<file path="src/rtl/cntr8_serializer.sv">
// Parallel-to-serial stage behind the 8-bit up/down counter: captures a word on start
// and shifts it out one bit per clock, MSB or LSB first, with ready/busy/done handshakes.
module cntr8_serializer #(
   parameter int unsigned WIDTH = 8,
   parameter int unsigned CNT_W = 3
) (
   input  logic             clk,
   input  logic             reset,
   input  logic [WIDTH-1:0] d_in,
   input  logic             start,
   input  logic             msb_first,
   output logic             ready,
   output logic             busy,
   output logic             s_out,
   output logic             s_valid,
   output logic [CNT_W-1:0] bit_cnt,
   output logic             done,
   output logic [WIDTH-1:0] d_out,
   output logic [1:0]       o_state
);

   typedef enum logic [1:0] {
      StIdle  = 2'b00,
      StLoad  = 2'b01,
      StShift = 2'b10,
      StDone  = 2'b11
   } state_e;

   state_e           state_q, state_d;
   logic [WIDTH-1:0] sreg_q, sreg_d;
   logic [WIDTH-1:0] d_out_q, d_out_d;
   logic [CNT_W-1:0] bit_cnt_q, bit_cnt_d;
   logic             order_q, order_d;

   always_ff @(posedge clk or posedge reset) begin
      if (reset) begin
         state_q   <= StIdle;
         sreg_q    <= '0;
         d_out_q   <= '0;
         bit_cnt_q <= '0;
         order_q   <= 1'b0;
      end else begin
         state_q   <= state_d;
         sreg_q    <= sreg_d;
         d_out_q   <= d_out_d;
         bit_cnt_q <= bit_cnt_d;
         order_q   <= order_d;
      end
   end

   always_comb begin
      state_d   = state_q;
      sreg_d    = sreg_q;
      d_out_d   = d_out_q;
      bit_cnt_d = bit_cnt_q;
      order_d   = order_q;
      unique case (state_q)
         StIdle: begin
            if (start) begin
               state_d   = StLoad;
               sreg_d    = d_in;
               d_out_d   = d_in;
               order_d   = msb_first;
               bit_cnt_d = '0;
            end
         end
         StLoad: begin
            state_d = StShift;
         end
         StShift: begin
            // Shift toward whichever end feeds s_out, zero-filling the vacated end.
            sreg_d    = order_q ? {sreg_q[WIDTH-2:0], 1'b0} : {1'b0, sreg_q[WIDTH-1:1]};
            bit_cnt_d = bit_cnt_q + CNT_W'(1);
            if (bit_cnt_q == CNT_W'(WIDTH - 1)) begin
               state_d = StDone;
            end
         end
         StDone: begin
            state_d = StIdle;
         end
      endcase
   end

   // Every output decodes registered state only.
   assign ready   = (state_q == StIdle);
   assign busy    = (state_q != StIdle);
   assign s_valid = (state_q == StShift);
   assign s_out   = (state_q == StShift) & (order_q ? sreg_q[WIDTH-1] : sreg_q[0]);
   assign done    = (state_q == StDone);
   assign bit_cnt = bit_cnt_q;
   assign d_out   = d_out_q;
   assign o_state = state_q;

endmodule
</file>
<file path="config.mk">
export PLATFORM = sky130hd
export DESIGN_NAME = cntr8_serializer
export DESIGN_NICKNAME = d
export VERILOG_FILES = /design/src/rtl/cntr8_serializer.sv
export SDC_FILE = /design/constraint.sdc
export NUM_CORES = 1
export LEC_CHECK = 0
export BUFFER_PORTS_ARGS = -buffer_cell sky130_fd_sc_hd__buf_4
export CORE_MARGIN = 5
export CORE_UTILIZATION = 40
export DETAILED_ROUTE_END_ITERATION = 16
export GPL_TIMING_DRIVEN = 1
export PLACE_DENSITY_LB_ADDON = 0.08
export SLEW_MARGIN = 40
export SYNTH_ARGS = -nofsm -noshare
export SYNTH_HDL_FRONTEND = slang
export SYNTH_SLANG_ARGS = --single-unit
export TNS_END_PERCENT = 1
</file>
<file path="constraint.sdc">
create_clock -name clk -period 3.6 [get_ports clk]
set_input_delay 0.72 -clock clk [delete_from_list [all_inputs] [get_ports clk]]
set_output_delay 0.72 -clock clk [all_outputs]
set_load 0.01 [all_outputs]
</file>
==> out/metrics.csv <==
metric;value;unit
status;complete, no violations;
Final setup viols;0;
DR vias;817;
antenna violations before repair;0;
Critical Path, Cell by Cell;inv_1, ha_1, buf_4, nor2b_1, buf_4;
final setup margin;1.32;ns
fin crit period;2.28;ns
Syn-to-layout area delta;24.9;%
remaining antenna violation count after routing;0;
Worst path slowest cell;dfrtp_1;
crit end category;output port;
Die W;62.6;um
Critical Path Start Type;flip-flop;
Post-CTS Setup Bufs;0;
post-synthesis cell area;1110;sq um
TritonCTS Buffers;3;
commonest non-fill, non-tap cells in the layout;30 x buf_4, 22 x dfrtp_1, 10 x mux2_2;
Max Freq;0.438;GHz
pre-CTS setup slack;1.66;ns
simple-gate portion of the synthesized area;0.0689;
global-route usage over all layers;0.123;
GP Congestion;0.691;
critical path type;flip-flop to output port;
DRT iter0 DRCs;15;
Yosys cell types;21;
max-slew violation count;0;
Hold Crit Class;input port to asynchronous set/reset pin;
CTS Hold Bufs;0;
Die Y-Extent;62.6;um
later-pin clock latency in the skew report;0.30;ns
PostCTS Resize Cnt;0;
Hold Slack;0.421;ns
most frequent CP cell;buf_4;
nets;141;
Residual DRC;0;
number of I/O port buffers;29;
grt ovf;0;
Post-DP HPWL;1.69;mm
Setup Skew;0.00111;ns
Critical Path AT;1.56;ns
H-tree depth;1;
relative slew slack;0.625;
CTS tree;yes;
Synth Register Bits;22;
Period Utilization, post-route;0.634;
num rows;19;
Final Hold Vio Count;0;
Adder-Cell Fraction of Synth Area;0.0678;
post-synthesis mux area share;0.194;
Final Core Density;0.510;
synthesized area per cell;12.0;sq um
CP startpoint;o_state[0];
Synth Area in XOR/XNOR;0;
unrepaired setup endpoints after global routing;no;
r2r setup slk;1.75;ns
worst vdd ir;0.499;mV
worst slew pin tran;0.551;ns
Static Leak;0.000694;uW
CTS Sinks;22;
Vias per Instance;5.34;
Max-Cap Viols;0;
largest family of logic cells by synthesized area;multiplexers;
post-synthesis sequential area ratio;0.497;
syn nets;110;
Initial Util;0.409;
drt wl/cell;15.1;um
first-pass GRT wire length;3.93;mm
layout cells sized above 1;0.385;
commonest non-fill, non-tap cell in the layout;buf_4;
synthesis warning total;0;
clk slew on worst S/H paths;0.12;ns
largest net degree at the start of global routing;24;
Clock Tree Buf Depth;2;
core area;2710;sq um
vias in the first global route;853;
clk root buf;clkbuf_4;
Synth Area in Compound Gates;0.132;
Worst EP required;2.88;ns
Largest stage delay, worst path;0.43;ns
num ports;30;
final WL;2.31;mm
gate count of the mapped netlist;92;
aggregate negative setup slack;0;ns
antenna diode count;0;
critical path peak fanout;23;
Reg-to-Reg Start;o_state[0];
Pre-Repair DR Iteration Count;4;
Pwr per Cell Area;940;nW/um^2
die area;3920;sq um
==> worst max-delay path, delay by kind of cell (launching register included) <==
kind / cells / cell delay, ns
DFF: 1 / 0.43
adders and majority gates: 1 / 0.16
and+or+nand+nor: 1 / 0.17
buffers and inverters: 3 / 0.50
==> layout make-up <==
class / instances / area, sq um
Sequential cell: 22 / 551
Clock buffer: 4 / 36.3
Inverter: 5 / 18.8
Fill cell: 271 / 1330
Multi-Input combinational cell: 61 / 513
Tap cell: 31 / 38.8
Timing Repair Buffer: 30 / 225
==> registers in the layout, summed over array words and instances (netlist names) <==
name	flops
order_q	1
sreg_q	8
d_out	8
o_state	2
bit_cnt	3
==> worst paths after layout <==
kind,endpoint,cells after the start
setup / recovery,s_out,5
hold / removal,d_out[3],2
setup reg to reg,sreg_q[3],5
hold reg to reg,bit_cnt[0],1
max in group asynchronous,d_out[4],2
min in group clk,bit_cnt[0],1
==> stage by stage <==
step | instances | cell area, sq um | power [uW]
after floorplan | 92 | 1110 | 941
after global routing | 153 | 1380 | 1410
after detailed placement | 149 | 1350 | 1180
final | 153 | 1380 | 1300
after global placement | 149 | 1350 | 1160
after CTS | 153 | 1380 | 1320
==> layer usage <==
metal	routed length, um	share of wire	vias up	GRT usage
met5	0	0	-	0
li1	-	-	385	-
met3	144	0.062	4	0.0306
met2	1220	0.53	25	0.215
met1	898	0.39	403	0.136
met4	41	0.018	0	0.0637
==> kinds of logic (layout without fill, tap and decap cells) <==
logic type,Yosys count,count (layout)
AND/OR/NAND/NOR,16,16
flip-flops,22,22
adder cells (fa/ha/maj),6,6
buffers and inverters,9,39
multiplexers,19,19
AO/OA/AOI/OAI,20,20
==> where the power goes <==
group	leakage [uW]	switching (uW)	internal, uW	total, uW
logic	0.000405	319	366	686
registers	0.000267	108	373	481
clock network	0.0000210	71.7	61.6	133
total	0.000694	499	801	1300
==> cells in the mapped netlist <==
cell | n | area (sq um)
nand2_2 | 1 | 6.26
mux2_2 | 10 | 113
a21oi_1 | 1 | 5.00
nor2b_1 | 4 | 25.0
o32a_1 | 1 | 10.0
or2b_1 | 1 | 7.51
inv_1 | 5 | 18.8
o21ai_1 | 3 | 15.0
clkbuf_1 | 1 | 3.75
nand2_1 | 4 | 15.0
a32o_1 | 2 | 20.0
a21o_1 | 6 | 45.0
buf_6 | 1 | 11.3
ha_1 | 6 | 75.1
mux2i_1 | 8 | 80.1
a31oi_1 | 1 | 6.26
nor2_1 | 6 | 22.5
a211oi_1 | 6 | 45.0
mux2i_4 | 1 | 22.5
dfrtp_1 | 22 | 551
buf_2 | 2 | 10.0
Power figures use the tool's default switching activity.
